===== src/rtl/adpll_phase_error_detector.sv =====
// rtl/adpll_phase_error_detector.sv - counter-based ADPLL frequency/phase error detector
module adpll_phase_error_detector #(
  parameter int ERROR_WIDTH = 5,
  parameter int CNT_WIDTH   = 8,
  parameter int LOCK_TOL    = 1,
  parameter int LOCK_COUNT  = 16
) (
  input  logic                   gen_clk_i,
  input  logic                   reset_n_i,
  input  logic                   enable_i,
  input  logic                   ref_i,
  input  logic                   dco_i,
  input  logic [CNT_WIDTH-1:0]   div_n_i,
  output logic [ERROR_WIDTH-1:0] error_o,
  output logic                   error_valid_o,
  output logic                   lock_o
);

  // Error saturation limits and lock tolerance at the (CNT_WIDTH+1)-bit signed width of e.
  // ERROR_WIDTH is assumed not to exceed CNT_WIDTH+1.
  localparam int EMAX  = 2**(ERROR_WIDTH-1) - 1;
  localparam int EMIN  = -(2**(ERROR_WIDTH-1));
  localparam int RUN_W = $clog2(LOCK_COUNT + 1);
  localparam logic signed [CNT_WIDTH:0] E_MAX   = signed'((CNT_WIDTH+1)'(EMAX));
  localparam logic signed [CNT_WIDTH:0] E_MIN   = signed'((CNT_WIDTH+1)'(EMIN));
  localparam logic signed [CNT_WIDTH:0] TOL_POS = signed'((CNT_WIDTH+1)'(LOCK_TOL));
  localparam logic signed [CNT_WIDTH:0] TOL_NEG = signed'((CNT_WIDTH+1)'(-LOCK_TOL));
  localparam logic [RUN_W-1:0]          RUN_MAX = RUN_W'(LOCK_COUNT);

  typedef enum logic [1:0] {IDLE, ARMED, COUNT} state_e;

  state_e                 state_q, state_d;
  logic [CNT_WIDTH-1:0]   cnt_q, cnt_d;
  logic [ERROR_WIDTH-1:0] err_q, err_d;
  logic                   valid_q, valid_d;
  logic                   lock_q, lock_d;
  logic [RUN_W-1:0]       run_q, run_d;

  logic ref_s1_q, ref_s2_q, ref_d_q, ref_rise_q;
  logic dco_s1_q, dco_s2_q, dco_d_q, dco_rise_q;

  logic [CNT_WIDTH-1:0]        cnt_inc, cnt_close;
  logic signed [CNT_WIDTH:0]   e_full;
  logic [ERROR_WIDTH-1:0]      err_sat;
  logic                        in_tol;
  logic [RUN_W-1:0]            run_inc;

  // Synchronise ref/dco and register a one-cycle rising-edge pulse for each.
  // Both paths share identical latency so window edges stay aligned.
  always_ff @(posedge gen_clk_i or negedge reset_n_i) begin
    if (!reset_n_i) begin
      ref_s1_q   <= 1'b0;
      ref_s2_q   <= 1'b0;
      ref_d_q    <= 1'b0;
      ref_rise_q <= 1'b0;
      dco_s1_q   <= 1'b0;
      dco_s2_q   <= 1'b0;
      dco_d_q    <= 1'b0;
      dco_rise_q <= 1'b0;
    end else begin
      ref_s1_q   <= ref_i;
      ref_s2_q   <= ref_s1_q;
      ref_d_q    <= ref_s2_q;
      ref_rise_q <= ref_s2_q & ~ref_d_q;
      dco_s1_q   <= dco_i;
      dco_s2_q   <= dco_s1_q;
      dco_d_q    <= dco_s2_q;
      dco_rise_q <= dco_s2_q & ~dco_d_q;
    end
  end

  // Window arithmetic: a DCO edge coincident with the closing ref edge belongs to
  // the closing window; e is then saturated into the loop filter's error range.
  always_comb begin
    cnt_inc   = (cnt_q == {CNT_WIDTH{1'b1}}) ? cnt_q : cnt_q + 1'b1;
    cnt_close = dco_rise_q ? cnt_inc : cnt_q;
    e_full    = $signed({1'b0, div_n_i}) - $signed({1'b0, cnt_close});
    if (e_full > E_MAX) begin
      err_sat = E_MAX[ERROR_WIDTH-1:0];
    end else if (e_full < E_MIN) begin
      err_sat = E_MIN[ERROR_WIDTH-1:0];
    end else begin
      err_sat = e_full[ERROR_WIDTH-1:0];
    end
    in_tol  = (e_full <= TOL_POS) && (e_full >= TOL_NEG);
    run_inc = (run_q == RUN_MAX) ? run_q : run_q + 1'b1;
  end

  // State and datapath registers.
  always_ff @(posedge gen_clk_i or negedge reset_n_i) begin
    if (!reset_n_i) begin
      state_q <= IDLE;
      cnt_q   <= '0;
      err_q   <= '0;
      valid_q <= 1'b0;
      lock_q  <= 1'b0;
      run_q   <= '0;
    end else begin
      state_q <= state_d;
      cnt_q   <= cnt_d;
      err_q   <= err_d;
      valid_q <= valid_d;
      lock_q  <= lock_d;
      run_q   <= run_d;
    end
  end

  // Next-state logic: arm on enable, discard the first partial window, then
  // close a window and emit an error on every synchronised ref edge.
  always_comb begin
    state_d = state_q;
    cnt_d   = cnt_q;
    err_d   = err_q;
    valid_d = 1'b0;
    lock_d  = lock_q;
    run_d   = run_q;
    if (!enable_i) begin
      state_d = IDLE;
      cnt_d   = '0;
      err_d   = '0;
      lock_d  = 1'b0;
      run_d   = '0;
    end else begin
      case (state_q)
        IDLE: begin
          cnt_d   = '0;
          state_d = ARMED;
        end
        ARMED: begin
          if (ref_rise_q) begin
            cnt_d   = '0;
            state_d = COUNT;
          end
        end
        COUNT: begin
          if (ref_rise_q) begin
            err_d   = err_sat;
            valid_d = 1'b1;
            cnt_d   = '0;
            if (in_tol) begin
              run_d  = run_inc;
              lock_d = (run_inc == RUN_MAX);
            end else begin
              run_d  = '0;
              lock_d = 1'b0;
            end
          end else if (dco_rise_q) begin
            cnt_d = cnt_inc;
          end
        end
        default: state_d = IDLE;
      endcase
    end
  end

  assign error_o       = err_q;
  assign error_valid_o = valid_q;
  assign lock_o        = lock_q;

endmodule


===== config.mk =====
export PLATFORM = sky130hd
export DESIGN_NAME = adpll_phase_error_detector
export DESIGN_NICKNAME = d
export VERILOG_FILES = /design/src/rtl/adpll_phase_error_detector.sv
export SDC_FILE = /design/constraint.sdc
export NUM_CORES = 1
export LEC_CHECK = 0
export BUFFER_PORTS_ARGS = -buffer_cell sky130_fd_sc_hd__buf_2
export CAP_MARGIN = 5
export CELL_PAD_IN_SITES_DETAIL_PLACEMENT = 1
export CELL_PAD_IN_SITES_GLOBAL_PLACEMENT = 2
export CORE_MARGIN = 2
export CORE_UTILIZATION = 35
export CTS_CLUSTER_SIZE = 30
export DETAILED_ROUTE_END_ITERATION = 8
export PLACE_DENSITY_LB_ADDON = 0.1
export RECOVER_POWER = 100
export REMOVE_ABC_BUFFERS = 1
export SETUP_SLACK_MARGIN = 0.4
export SYNTH_ARGS = -nofsm -noshare
export SYNTH_HDL_FRONTEND = slang
export SYNTH_SLANG_ARGS = --single-unit

===== constraint.sdc =====
create_clock -name gen_clk_i -period 9.9 [get_ports gen_clk_i]
set_clock_uncertainty 0.15 [all_clocks]
set_input_delay 1.485 -clock gen_clk_i [delete_from_list [all_inputs] [get_ports gen_clk_i]]
set_output_delay 1.485 -clock gen_clk_i [all_outputs]
set_load 0.02 [all_outputs]

# [Word-level counts from Yosys, hierarchy flattened]
# Index checks and enable logic that the tools add are counted.
[classes] n_reduce_logical=5 order_cmp=4 bitwise_logic=4 n_mux=26 n_eq_ne=10 add_sub_neg=3
[ops] op="$mux W5" n=10
[ops] op="$mux W8" n=5
[ops] op="$pmux W8 S3" n=1
[ops] op="$eq A5 B5 Y1 const B" n=2
[ops] op="$ge A9 B1 Y1 const B" n=1
[ops] op="$gt A9 B5 Y1 const B" n=1
[ops] op="$le A9 B2 Y1 const B" n=1
[ops] op="$lt A9 B5 Y1 const B" n=1
[ops] op="$sub A8 B8 Y9" n=1
[ops] op="$add A8 B1 Y8 const B" n=1
[ops] op="$eq A8 B8 Y1 const B" n=1
[ops] op="$mux W1" n=7
[ops] op="$pmux W2 S3" n=1
[ops] op="$reduce_and A2 Y1" n=3
[ops] op="$add A5 B1 Y5 const B" n=1
[ops] op="$mux W2" n=2
[ops] op="$ne A2 B1 Y1 const B" n=2
[ops] op="$ne A4 B1 Y1 const B" n=1
[ops] op="$ne A3 B3 Y1 const B" n=1
[ops] op="$and A1 B1 Y1" n=2
[ops] op="$eq A2 B1 Y1 const B" n=1
[ops] op="$eq A2 B2 Y1 const B" n=1
[ops] op="$logic_not A2 Y1" n=1
[ops] op="$ne A2 B2 Y1 const B" n=1
[ops] op="other kinds (2)" n=3
[word_totals] regBits=30 inputBits=13 output_inout_bits=7

# [Logic depth before layout (Yosys ltp)]
# Gate-level depths: netlist of the first run.
[depth] ltp_word=10 depth_mapped=15 depth_no_buf=14

# [Worst setup path after synthesis of the first run]
# Ideal clock, no wire load.
[synth_path] path_type="input port to flip-flop" start="input div_n_i[0]" end="register lock_q, in the netlist lock_o" cell_stages=11 required_time_ns=9.658 slack_ns=6.270 arrival_time_ns=3.388 cell_sequence="inv_1 > ha_1 > inv_1 > fa_1 > a21oi_1 > o211ai_1 > a31oi_2 > and4_1 > nand3b_2 > and2_4 > o31ai_2"
[synth_between] elab_chain_cells=7 elab_cells_between_ends=8 classes_between="add/sub: 1; order compare: 2; mux: 4; reduce/logical: 1"
[synth_rtl] element="from (decl)" line="13" source="input logic [CNT_WIDTH-1:0] div_n_i,"
[synth_rtl] element="$sub A8 B8 Y9 (*)" line="77" source="e_full = $signed({1'b0, div_n_i}) - $signed({1'b0, cnt_close});"
[synth_rtl] element="$le A9 B2 Y1 / $ge A9 B1 Y1 (equally long branches)" line="85" source="in_tol = (e_full <= TOL_POS) && (e_full >= TOL_NEG);"
[synth_rtl] element="$logic_and A1 B1 Y1 (*)" line="85"
[synth_rtl] element="$mux W1 (*)" line="140" source="if (in_tol) begin"
[synth_rtl] element="$mux W1 (*)" line="136" source="if (ref_rise_q) begin"
[synth_rtl] element="$mux W1 (*)" line="124" source="case (state_q)"
[synth_rtl] element="$mux W1 (*)" line="117" source="if (!enable_i) begin"
[synth_rtl] element="to (signal assigned)" line="103" source="lock_q <= lock_d;"
[synth_rtl] element="to (decl)" line="36" source="logic lock_q, lock_d;"
# Every way passes the cells marked *; elsewhere a longest branch is shown, timed or not. The select of a mux whose other input is x is not followed.
# A chain may end at the register's enable or synchronous reset.

# [Worst setup path after layout of the first run]
[layout_path] start="register cnt_q[0]" end="register lock_q, in the netlist lock_o"
[layout_between] elab_chain_cells=10 elab_cells_between_ends=12 classes_between="add/sub: 2; order compare: 2; eq/ne: 1; mux: 6; reduce/logical: 1"
[layout_rtl] element="from (decl)" line="33" source="logic [CNT_WIDTH-1:0] cnt_q, cnt_d;"
[layout_rtl] element="from (signal assigned)" line="100" source="cnt_q <= cnt_d;"
[layout_rtl] element="$add A8 B1 Y8 / $eq A8 B8 Y1 (equally long branches)" line="75" source="cnt_inc = (cnt_q == {CNT_WIDTH{1'b1}}) ? cnt_q : cnt_q + 1'b1;"
[layout_rtl] element="$mux W8" line="75"
[layout_rtl] element="$mux W8 (*)"
[layout_rtl] element="$sub A8 B8 Y9 (*)" line="77"
[layout_rtl] element="$le A9 B2 Y1 / $ge A9 B1 Y1 (equally long branches)" line="85"
[layout_rtl] element="$logic_and A1 B1 Y1 (*)" line="85"
[layout_rtl] element="$mux W1 (*)" line="140"
[layout_rtl] element="$mux W1 (*)" line="136"
[layout_rtl] element="$mux W1 (*)" line="124"
[layout_rtl] element="$mux W1 (*)" line="117"
# Marked as above.

==> results of run 1 <==
-- sequential cells by signal (all words and copies together) (netlist names) --
signal         flops
ref_s1_q           1
state_q            2
dco_s2_q           1
run_q              5
dco_rise_q         1
ref_d_q            1
ref_s2_q           1
lock_o             1
cnt_q              8
error_o            5
dco_s1_q           1
dco_d_q            1
ref_rise_q         1
error_valid_o      1
-- Yosys cell counts (all sizes together), types with 4 or more instances --
| cell | number | share of area [%] |
|---|---|---|
| dfrtp | 30 | 38 |
| o21ai | 22 | 5.5 |
| nand2 | 21 | 4.0 |
| ha | 16 | 10 |
| nor2 | 15 | 3.1 |
| inv | 13 | 2.5 |
| nand3 | 8 | 2.0 |
| a21oi | 7 | 1.8 |
| nor2b | 6 | 1.9 |
| xnor2 | 6 | 2.6 |
| a22o | 5 | 2.2 |
| and3 | 5 | 1.6 |
| xor2 | 5 | 2.2 |
| nand2b | 4 | 1.3 |
-- critical path: stages (launching register included) --
cell	delay, ns
sky130_fd_sc_hd__dfrtp_1	0.43
sky130_fd_sc_hd__ha_1	0.29
sky130_fd_sc_hd__and3_1	0.21
sky130_fd_sc_hd__a31oi_1	0.57
sky130_fd_sc_hd__and2_0	0.29
sky130_fd_sc_hd__and3_1	0.24
sky130_fd_sc_hd__xnor2_1	0.13
sky130_fd_sc_hd__ha_1	0.46
sky130_fd_sc_hd__o21ai_0	0.16
sky130_fd_sc_hd__a22oi_1	0.20
sky130_fd_sc_hd__o21ai_0	0.14
sky130_fd_sc_hd__nor4_1	0.53
sky130_fd_sc_hd__nand3b_2	0.20
sky130_fd_sc_hd__and2_0	0.24
sky130_fd_sc_hd__o31ai_2	0.21
-- layout make-up --
class | instances | area [um^2]
Timing Repair Buffer | 20 | 91.3
Multi-Input combinational cell | 165 | 1130
Clock buffer | 6 | 82.6
Tap cell | 72 | 90.1
Sequential cell | 30 | 751
Clock inverter | 1 | 30.0
Inverter | 13 | 48.8
Fill cell | 676 | 3280
-- metrics by stage --
step | power [mW] | hold WS (ns) | utilization (%)
6_report | 0.333 | 0.207 | 40.4
5_1_grt | 0.354 | 0.215 | 40.4
4_1_cts | 0.339 | 0.212 | 41.3
3_5_place_dp | 0.211 | 0.193 | 39.2
3_3_place_gp | 0.207 | 0.188 | 39.2
2_1_floorplan | 0.187 | 0.181 | -
-- logic make-up (layout without fill, tap and decap cells) --
logic type | Yosys count | after routing | share of synthesized area (%)
AOI/OAI and AO/OA | 58 | 58 | 20.4
xor gates and xnor gates | 11 | 11 | 4.85
adders and majority gates | 17 | 17 | 11.1
buffers and inverters | 17 | 40 | 3.34
DFF | 30 | 30 | 37.8
muxes | 3 | 3 | 1.58
and+or+nand+nor | 76 | 76 | 20.9
-- metal layers --
| metal | global-route usage (%) | vias to the layer above |
|---|---|---|
| li1 | - | 796 |
| met1 | 22.6 | 818 |
| met2 | 29.5 | 19 |
| met3 | 3.41 | 11 |
| met4 | 6.90 | 0 |
| met5 | 0 | - |
-- report_power, final --
group	switching, mW	internal, mW
clock network	0.0464	0.0804
registers	0.00520	0.129
logic	0.0463	0.0253
-- how the worst max path moves through the flow --
stage / slack, ns / endpoint
2_1_floorplan: 6.27 / lock_o
3_3_place_gp: 6.02 / lock_o
3_5_place_dp: 5.90 / lock_o
4_1_cts: 5.91 / lock_o
5_1_grt: 4.98 / lock_o
6_report: 5.36 / lock_o
==> impl_metrics.csv, run 1 <==
group,metric,value,unit
critical_path,ff2ff_path_depth,14,
critical_path,worst-setup-path-type,"register to register",
status,violations_in_the_final_reports,"capacitance limit, slew limit",
logic_synthesis,post_synthesis_async_set_or_reset_flop_share,100,%
routing,highest_layer,"met4",
timing,max_fclk,0.220,GHz
layout,final_cell_area_excluding_filler_cells,0.00222,mm^2
routing,drt-met1-wl,2.27,mm
timing,tightest_slew,1.65,ns
placement,dpl-instance-area,0.00216,mm^2
critical_path,cp_data_required_time,9.94,ns
critical_path,timing.reg2reg.setup_slack,5.36,ns
routing,vias,1644,
logic_synthesis,post_synth_instance_area,0.00198,mm^2
logic_synthesis,postSynthRegisterBits,30,
logic_synthesis,syn_avg_cell_area,9.36,um^2
routing,met2_wirelength,2.40,mm
placement,io_buffers,19,
critical_path,worst-path-max-fanout,9,
critical_path,cp-start-kind,"register",
clock_network,cts.reportedPaths.clkPinSlew,0.06,ns
clock_network,cts.repair_timing.setup_buffer_count,0,
timing,timing.final.crit_period,4.54,ns
layout,final_net_count,265,
routing,antenna_violating_nets_post_route,0,
timing,final-max-slew-violation-count,31,
routing,vias_per_cell,5.36,
power_and_ir_drop,power.ir.vdd_worst,74.1,uV
timing,setup_total_negative_slack,0,ns
layout,antennaDiodeCount,0,
clock_network,tritoncts.num_buffers,5,
placement,dp_hpwl,3.84,mm
power_and_ir_drop,cellPowerDensity,150,mW/mm^2
floorplan,floorplan.initialDensity,36.0,%
run,timing.max_cap.violations,1,
logic_synthesis,synth_cell_types,51,
timing,timing.slew.headroom,-9.89,%
timing,period_share,45.9,%
status,outcome,"complete, but fails checks",
hold_path,holdPathEnd,"ref_s2_q",
layout,ratio_of_cells_with_drive_above_1_in_the_final_layout,10.2,%
global_routing,grt_pass1_wl,8.51,mm
layout,layout_common_cells,"sky130_fd_sc_hd__dfrtp_1, sky130_fd_sc_hd__nand2_1, sky130_fd_sc_hd__o21ai_0, sky130_fd_sc_hd__ha_1",
floorplan,fp.dieW,79.3,um
clock_network,clock_path_buffers,2,
critical_path,regToRegStartpoint,"cnt_q[0]",
layout,layout_area_growth_over_synthesis,12.0,%
logic_synthesis,synth_sequential_area_ratio,37.8,%
clock_network,cts_tree,"done",
floorplan,fp.coreArea,0.00551,mm^2
placement,globalplace.congestion,0.835,
global_routing,gr-total-overflow,0,
critical_path,worst_setup_startpoint,"cnt_q[0]",
clock_network,cts_root_buf,"sky130_fd_sc_hd__clkbuf_8",
timing,setup_viol,0,
floorplan,die_height,79.3,um
hold_path,holdCritPathClass,"register to register",
timing,setup_repair_after_global_routing_missed_its_margin,"no",
floorplan,boundaryPins,20,
power_and_ir_drop,leakagePower,1.00,nW
global_routing,antenna_found_initial,0,
routing,routed_wirelength,4.92,mm
hold_path,hold-path-cell-count,0,
logic_synthesis,synth_edf_count,0,
critical_path,timing.rr.end,"lock_o",
clock_network,clock-sinks,30,
layout,post_route_non_filler_standard_cell_count,307,
critical_path,cp-end-kind,"register",
placement,pre_cts_ws,5.90,ns
hold_path,hold_path.startpoint,"ref_s1_q",
routing,routed-wl-met3,135,um
routing,wl_per_cell,16.0,um
logic_synthesis,synthesis.yosys.warnings,0,
logic_synthesis,syn_inst,212,
timing,timing.final.hold_violations,0,
global_routing,grt_max_degree,31,
floorplan,floorplan.rows,27,
timing,setup_slack,5.36,ns
clock_network,htree_levels,2,
clock_network,holdBufCountCts,0,
clock_network,clkLatencyLatePin,0.28,ns
floorplan,floorplan.die_area,0.00629,mm^2
clock_network,postCtsResizedCells,0,
global_routing,first_global_vias,1784,
global_routing,gr-usage-all-layers,17.7,%
layout,mostFrequentLayoutCell,"sky130_fd_sc_hd__dfrtp_1",
routing,iteration_0_drc_markers,107,
logic_synthesis,synth_ff_type,"sky130_fd_sc_hd__dfrtp_1",
critical_path,worstPathArrival,4.58,ns
placement,placed_cells,300,
routing,drt_drc_violations_left,0,
routing,drt_pass1_iterations,4,
Power figures use the tool's default switching activity.
==> inputs of run 2 (changes only) <==
==> constraint.sdc (replaced) <==
create_clock -name gen_clk_i -period 4.6 [get_ports gen_clk_i]
set_clock_uncertainty 0.15 [all_clocks]
set_input_delay 0.69 -clock gen_clk_i [delete_from_list [all_inputs] [get_ports gen_clk_i]]
set_output_delay 0.69 -clock gen_clk_i [all_outputs]
set_load 0.02 [all_outputs]
==> impl_metrics.csv, run 2 (synthesis gave the netlist of run 1 again) <==
group,metric,value,unit
status,outcome,"complete, but fails checks",
status,violations_in_the_final_reports,"capacitance limit, slew limit",
timing,setup_viol,0,
layout,mostFrequentLayoutCell,"sky130_fd_sc_hd__dfrtp_1",
critical_path,worstPathArrival,4.04,ns
clock_network,cts_root_buf,"sky130_fd_sc_hd__clkbuf_8",
power_and_ir_drop,net-switching-power,0.206,mW
clock_network,cts_tree,"done",
critical_path,crit_path_frequent_cell,"sky130_fd_sc_hd__ha_1",
timing,timing.final.crit_period,4.00,ns
placement,dp_hpwl,3.76,mm
routing,drt_pass1_iterations,4,
routing,vias,1619,
routing,drt_drc_violations_left,0,
timing,timing.slew.headroom,-10.2,%
routing,wl_per_cell,15.5,um
layout,multi_input_area,0.00117,mm^2
layout,largest_register,"cnt_q",
clock_network,clock-sinks,30,
floorplan,fp.coreArea,0.00551,mm^2
floorplan,fp.dieW,79.3,um
timing,final-max-slew-violation-count,31,
timing,whs,0.195,ns
routing,routed_wirelength,4.76,mm
power_and_ir_drop,leakagePower,1.00,nW
power_and_ir_drop,power.share.clock,32.6,%
critical_path,crit_chain,"ha_1, and3_1, a31oi_4, xor2_1, ha_1, inv_1, fa_1, a21oi_1, o211ai_1, a31oi_1, and4_1, nand3b_2, and2_0, o31ai_2",
global_routing,gr-usage-all-layers,16.8,%
global_routing,grt_pass1_wl,8.16,mm
critical_path,cp_data_required_time,4.64,ns
global_routing,gr-total-overflow,0,
critical_path,cp-start-kind,"register",
power_and_ir_drop,p_seq_share,43.6,%
floorplan,floorplan.rows,27,
clock_network,cts.reportedPaths.clkPinSlew,0.06,ns
power_and_ir_drop,internal-power,0.455,mW
critical_path,timing.critical_path.slowest_stage_cell,"sky130_fd_sc_hd__dfrtp_1",
floorplan,floorplan.die_area,0.00629,mm^2
power_and_ir_drop,power.ir.vdd_worst,124,uV
global_routing,first_global_vias,1661,
clock_network,tritoncts.num_buffers,5,
layout,layout_area_growth_over_synthesis,12.9,%
routing,vias_per_cell,5.26,
timing,timing.final.hold_violations,0,
hold_path,holdCritPathClass,"register to register",
layout,final-seq-area,751,um^2
critical_path,critPathBufInv,1,
critical_path,worst-path-max-fanout,8,
timing,setup_repair_after_global_routing_missed_its_margin,"no",
layout,fillCellCount,647,
global_routing,antenna_found_initial,0,
timing,setup_total_negative_slack,0,ns
timing,max_fclk,0.250,GHz
power_and_ir_drop,part_of_the_power_in_combinational_logic,23.8,%
layout,antennaDiodeCount,0,
clock_network,clkLatencyLatePin,0.28,ns
placement,io_buffers,19,
critical_path,cp-end-kind,"register",
routing,antenna_violating_nets_post_route,0,
layout,ratio_of_cells_with_drive_above_1_in_the_final_layout,11.9,%
run,timing.max_cap.violations,1,
timing,tightest_slew,1.65,ns
power_and_ir_drop,cellPowerDensity,295,mW/mm^2
layout,final_net_count,265,
clock_network,htree_levels,2,
placement,globalplace.congestion,0.866,
critical_path,worst-setup-path-type,"register to register",
floorplan,die_height,79.3,um
layout,layout_common_cells,"sky130_fd_sc_hd__dfrtp_1, sky130_fd_sc_hd__nand2_1, sky130_fd_sc_hd__o21ai_0, sky130_fd_sc_hd__ha_1",
clock_network,holdBufCountCts,0,
layout,number_of_flip_flops_under_the_largest_register_name,8,
floorplan,floorplan.initialDensity,36.0,%
critical_path,cp_slowest_stage_delay,0.43,ns
routing,iteration_0_drc_markers,43,
power_and_ir_drop,switching_share,31.2,%
critical_path,crit_path_max_delay_family,"compound AO/OA/AOI/OAI gates",
timing,period_share,87.0,%
global_routing,grt_max_degree,31,
floorplan,boundaryPins,20,
clock_network,clock_path_buffers,2,
## run 2: cell count changes in the layout (fill, tap and decap cells not counted), sizes merged
cell    delta
bufinv     -1
buf        +1
clkinv     +1
## run 2: per-stage QoR
step	cell area (um^2)	cells	utilization, %	total power, mW	setup slack, ns
after floorplan	1970	208	-	0.402	1.16
after global placement	2160	300	39.2	0.449	0.742
after detailed placement	2160	300	39.2	0.453	0.643
after CTS	2250	308	40.9	0.676	0.604
after global routing	2240	308	40.7	0.711	0.365
final	2240	308	40.7	0.661	0.597
## run 2: worst paths after layout
| check | cells past startpoint | end | slack [ns] | from |
|---|---|---|---|---|
| worst max-delay path | 14 | lock_o | 0.60 | cnt_q[0] |
| worst min-delay path | 0 | dco_s2_q | 0.20 | dco_s1_q |
| worst max register to register | 14 | lock_o | 0.60 | cnt_q[0] |
| worst min register to register | 0 | dco_s2_q | 0.20 | dco_s1_q |
| max in group asynchronous | 1 | run_q[4] | 2.66 | reset_n_i |
| min in group asynchronous | 1 | dco_s2_q | 0.67 | reset_n_i |
## run 2: worst register-to-register path: stages (launching register included)
cell                       delay [ns]
sky130_fd_sc_hd__dfrtp_1         0.43
sky130_fd_sc_hd__ha_1            0.27
sky130_fd_sc_hd__and3_1          0.23
sky130_fd_sc_hd__a31oi_4         0.33
sky130_fd_sc_hd__xor2_1          0.27
sky130_fd_sc_hd__ha_1            0.19
sky130_fd_sc_hd__inv_1           0.05
sky130_fd_sc_hd__fa_1            0.39
sky130_fd_sc_hd__a21oi_1         0.26
sky130_fd_sc_hd__o211ai_1        0.14
sky130_fd_sc_hd__a31oi_1         0.38
sky130_fd_sc_hd__and4_1          0.27
sky130_fd_sc_hd__nand3b_2        0.13
sky130_fd_sc_hd__and2_0          0.22
sky130_fd_sc_hd__o31ai_2         0.22
## run 2: area by class of cell
class,count,area share (%)
Tap cell,72,4.02
Inverter,13,2.18
Multi-Input combinational cell,165,52.1
Timing Repair Buffer,20,4.13
Clock inverter,1,0.223
Sequential cell,30,33.5
Clock buffer,7,3.85
## run 2: per-layer routing
| layer | wire, um | up-vias | share of wire, % | GRT usage, % |
|---|---|---|---|---|
| met2 | 2270 | 20 | 48 | 27.8 |
| met3 | 94 | 9 | 2.0 | 3.41 |
| met1 | 2280 | 791 | 48 | 21.5 |
| met4 | 113 | 0 | 2.4 | 6.55 |
| li1 | - | 799 | - | - |
| met5 | 0 | - | 0 | 0 |
## run 2: power groups by stage
stage	Combinational, mW	Sequential, mW	Clock (mW)
final	0.157	0.288	0.215
after global routing	0.183	0.290	0.239
after CTS	0.162	0.288	0.226
after floorplan	0.109	0.293	0
after detailed placement	0.160	0.293	0
after global placement	0.157	0.292	0
## run 2: repair_timing
item                       in CTS  in global routing
resized for setup               0                  1
buffers inserted                0                  0
setup endpoints to repair       0                  1
==> inputs of run 3 (changes only) <==
--- a/config.mk
+++ b/config.mk
@@ -10,7 +10,7 @@
 export CELL_PAD_IN_SITES_DETAIL_PLACEMENT = 1
 export CELL_PAD_IN_SITES_GLOBAL_PLACEMENT = 2
 export CORE_MARGIN = 2
-export CORE_UTILIZATION = 35
+export CORE_UTILIZATION = 37
 export CTS_CLUSTER_SIZE = 30
 export DETAILED_ROUTE_END_ITERATION = 8
 export PLACE_DENSITY_LB_ADDON = 0.1
==> impl_metrics.csv, run 3 (synthesis gave the netlist of run 1 again) <==
group,metric,value,unit
layout,fillCellCount,635,
timing,whs,0.197,ns
floorplan,boundaryPins,20,
global_routing,grt_pass1_wl,8.16,mm
power_and_ir_drop,leakagePower,1.00,nW
clock_network,clkLatencyLatePin,0.28,ns
critical_path,cp-end-kind,"register",
routing,drt_drc_violations_left,0,
global_routing,first_global_vias,1642,
hold_path,hold_path.startpoint,"ref_s1_q",
floorplan,fp.dieW,77.2,um
critical_path,worst-path-max-fanout,8,
critical_path,regToRegStartpoint,"cnt_q[0]",
routing,antenna_violating_nets_post_route,0,
critical_path,ff2ff_path_depth,14,
power_and_ir_drop,power.ir.vdd_worst,131,uV
floorplan,floorplan.initialDensity,38.6,%
clock_network,cts_tree,"done",
clock_network,tritoncts.num_buffers,5,
hold_path,holdCritPathClass,"register to register",
timing,period_share,86.8,%
clock_network,clock-sinks,30,
routing,wl_per_cell,15.3,um
layout,multi_input_area,0.00117,mm^2
status,outcome,"complete, but fails checks",
timing,setup_viol,0,
routing,vias_per_cell,5.29,
run,timing.max_cap.violations,1,
routing,vias,1618,
critical_path,cp_data_required_time,4.65,ns
critical_path,timing.reg2reg.setup_slack,0.61,ns
hold_path,holdPathEnd,"ref_s2_q",
status,violations_in_the_final_reports,"capacitance limit, slew limit",
floorplan,floorplan.die_area,0.00597,mm^2
layout,ratio_of_cells_with_drive_above_1_in_the_final_layout,12.3,%
layout,number_of_flip_flops_under_the_largest_register_name,8,
layout,final_net_count,265,
critical_path,cp-start-kind,"register",
timing,timing.slew.headroom,-8.64,%
routing,drt_pass1_iterations,4,
critical_path,timing.rr.end,"lock_o",
global_routing,gr-total-overflow,0,
timing,timing.final.hold_violations,0,
placement,dp_hpwl,3.71,mm
critical_path,worstPathArrival,4.04,ns
clock_network,cts.reportedPaths.clkPinSlew,0.06,ns
floorplan,die_height,77.2,um
placement,io_buffers,19,
clock_network,htree_levels,2,
clock_network,cts_root_buf,"sky130_fd_sc_hd__clkbuf_8",
layout,antennaDiodeCount,0,
power_and_ir_drop,cellPowerDensity,298,mW/mm^2
global_routing,grt_max_degree,31,
layout,largest_register,"cnt_q",
clock_network,clock_path_buffers,2,
timing,setup_repair_after_global_routing_missed_its_margin,"no",
placement,globalplace.congestion,0.835,
global_routing,gr-usage-all-layers,17.4,%
routing,routed_wirelength,4.69,mm
floorplan,fp.coreArea,0.00514,mm^2
hold_path,hold-path-cell-count,0,
critical_path,worst-setup-path-type,"register to register",
floorplan,floorplan.rows,26,
timing,max_fclk,0.251,GHz
clock_network,cts.repair_timing.setup_buffer_count,0,
layout,final-seq-area,751,um^2
routing,iteration_0_drc_markers,38,
timing,timing.final.crit_period,3.99,ns
timing,final-max-slew-violation-count,31,
layout,layout_common_cells,"sky130_fd_sc_hd__dfrtp_1, sky130_fd_sc_hd__nand2_1, sky130_fd_sc_hd__o21ai_0, sky130_fd_sc_hd__ha_1",
timing,tightest_slew,1.63,ns
timing,setup_total_negative_slack,0,ns
layout,mostFrequentLayoutCell,"sky130_fd_sc_hd__dfrtp_1",
layout,layout_area_growth_over_synthesis,12.9,%
global_routing,antenna_found_initial,0,
==> run 3: changes by cell type in the layout (fill, tap and decap cells not counted), sizes merged <==
cell | previous run | this run
clkbuf | 15 | 14
clkinvlp | 0 | 1
==> run 3: worst max-delay path by stage <==
stage               startpoint  endpoint  slack (ns)  cells after the start
global route          cnt_q[0]    lock_o        0.28                     14
global placement      cnt_q[0]    lock_o        0.67                     14
detailed placement    cnt_q[0]    lock_o        0.68                     14
floorplan             cnt_q[0]    lock_o        1.16                     14
finish                cnt_q[0]    lock_o        0.61                     14
CTS                   cnt_q[0]    lock_o        0.67                     14
==> run 3: stage by stage <==
stage	setup WS (ns)	total power, mW	util [%]	cells	instance area [um^2]
floorplan	1.16	0.402	-	208	1970
finish	0.608	0.667	43.6	306	2240
global route	0.277	0.716	43.6	306	2240
CTS	0.667	0.679	43.8	306	2250
global placement	0.672	0.447	42.0	298	2160
detailed placement	0.683	0.455	42.0	298	2160
==> run 3: final cells by class <==
type                            count  share of cell area [%]
Clock buffer                        6                    3.69
Timing Repair Buffer               20                    4.13
Tap cell                           70                    3.91
Clock inverter                      2                   0.558
Multi-Input combinational cell    165                    52.0
Sequential cell                    30                    33.5
Inverter                           13                    2.18
==> run 3: repair_timing <==
item / in CTS / in global routing
endpoints found under the setup margin: 0 / 2
hold buffers: 0 / 0
resized for setup: 0 / 1
==> run 3: per-layer routing <==
metal  vias up  track usage, %  wire (um)
li1        797               -          -
met1       789            23.0       2250
met2        25            28.5       2250
met3         7            3.53        134
met4         0            5.36         58
met5         -               0          0
==> run 3: report_power, final <==
group          leakage, nW  internal [mW]  switching, mW
logic                0.554         0.0569          0.102
registers            0.401          0.277         0.0110
clock network       0.0472          0.120         0.0996
==> run 3: critical path, cell delays in order, from the launching register on <==
cell and delay (ns):
sky130_fd_sc_hd__dfrtp_1 0.42, sky130_fd_sc_hd__ha_1 0.27, sky130_fd_sc_hd__and3_1 0.22, sky130_fd_sc_hd__a31oi_4 0.31, sky130_fd_sc_hd__xor2_1 0.30, sky130_fd_sc_hd__ha_1 0.20, sky130_fd_sc_hd__inv_1 0.05, sky130_fd_sc_hd__fa_1 0.40
sky130_fd_sc_hd__a21oi_1 0.24, sky130_fd_sc_hd__o211ai_1 0.13, sky130_fd_sc_hd__a31oi_1 0.40, sky130_fd_sc_hd__and4_1 0.28, sky130_fd_sc_hd__nand3b_2 0.12, sky130_fd_sc_hd__and2_0 0.21, sky130_fd_sc_hd__o31ai_2 0.21
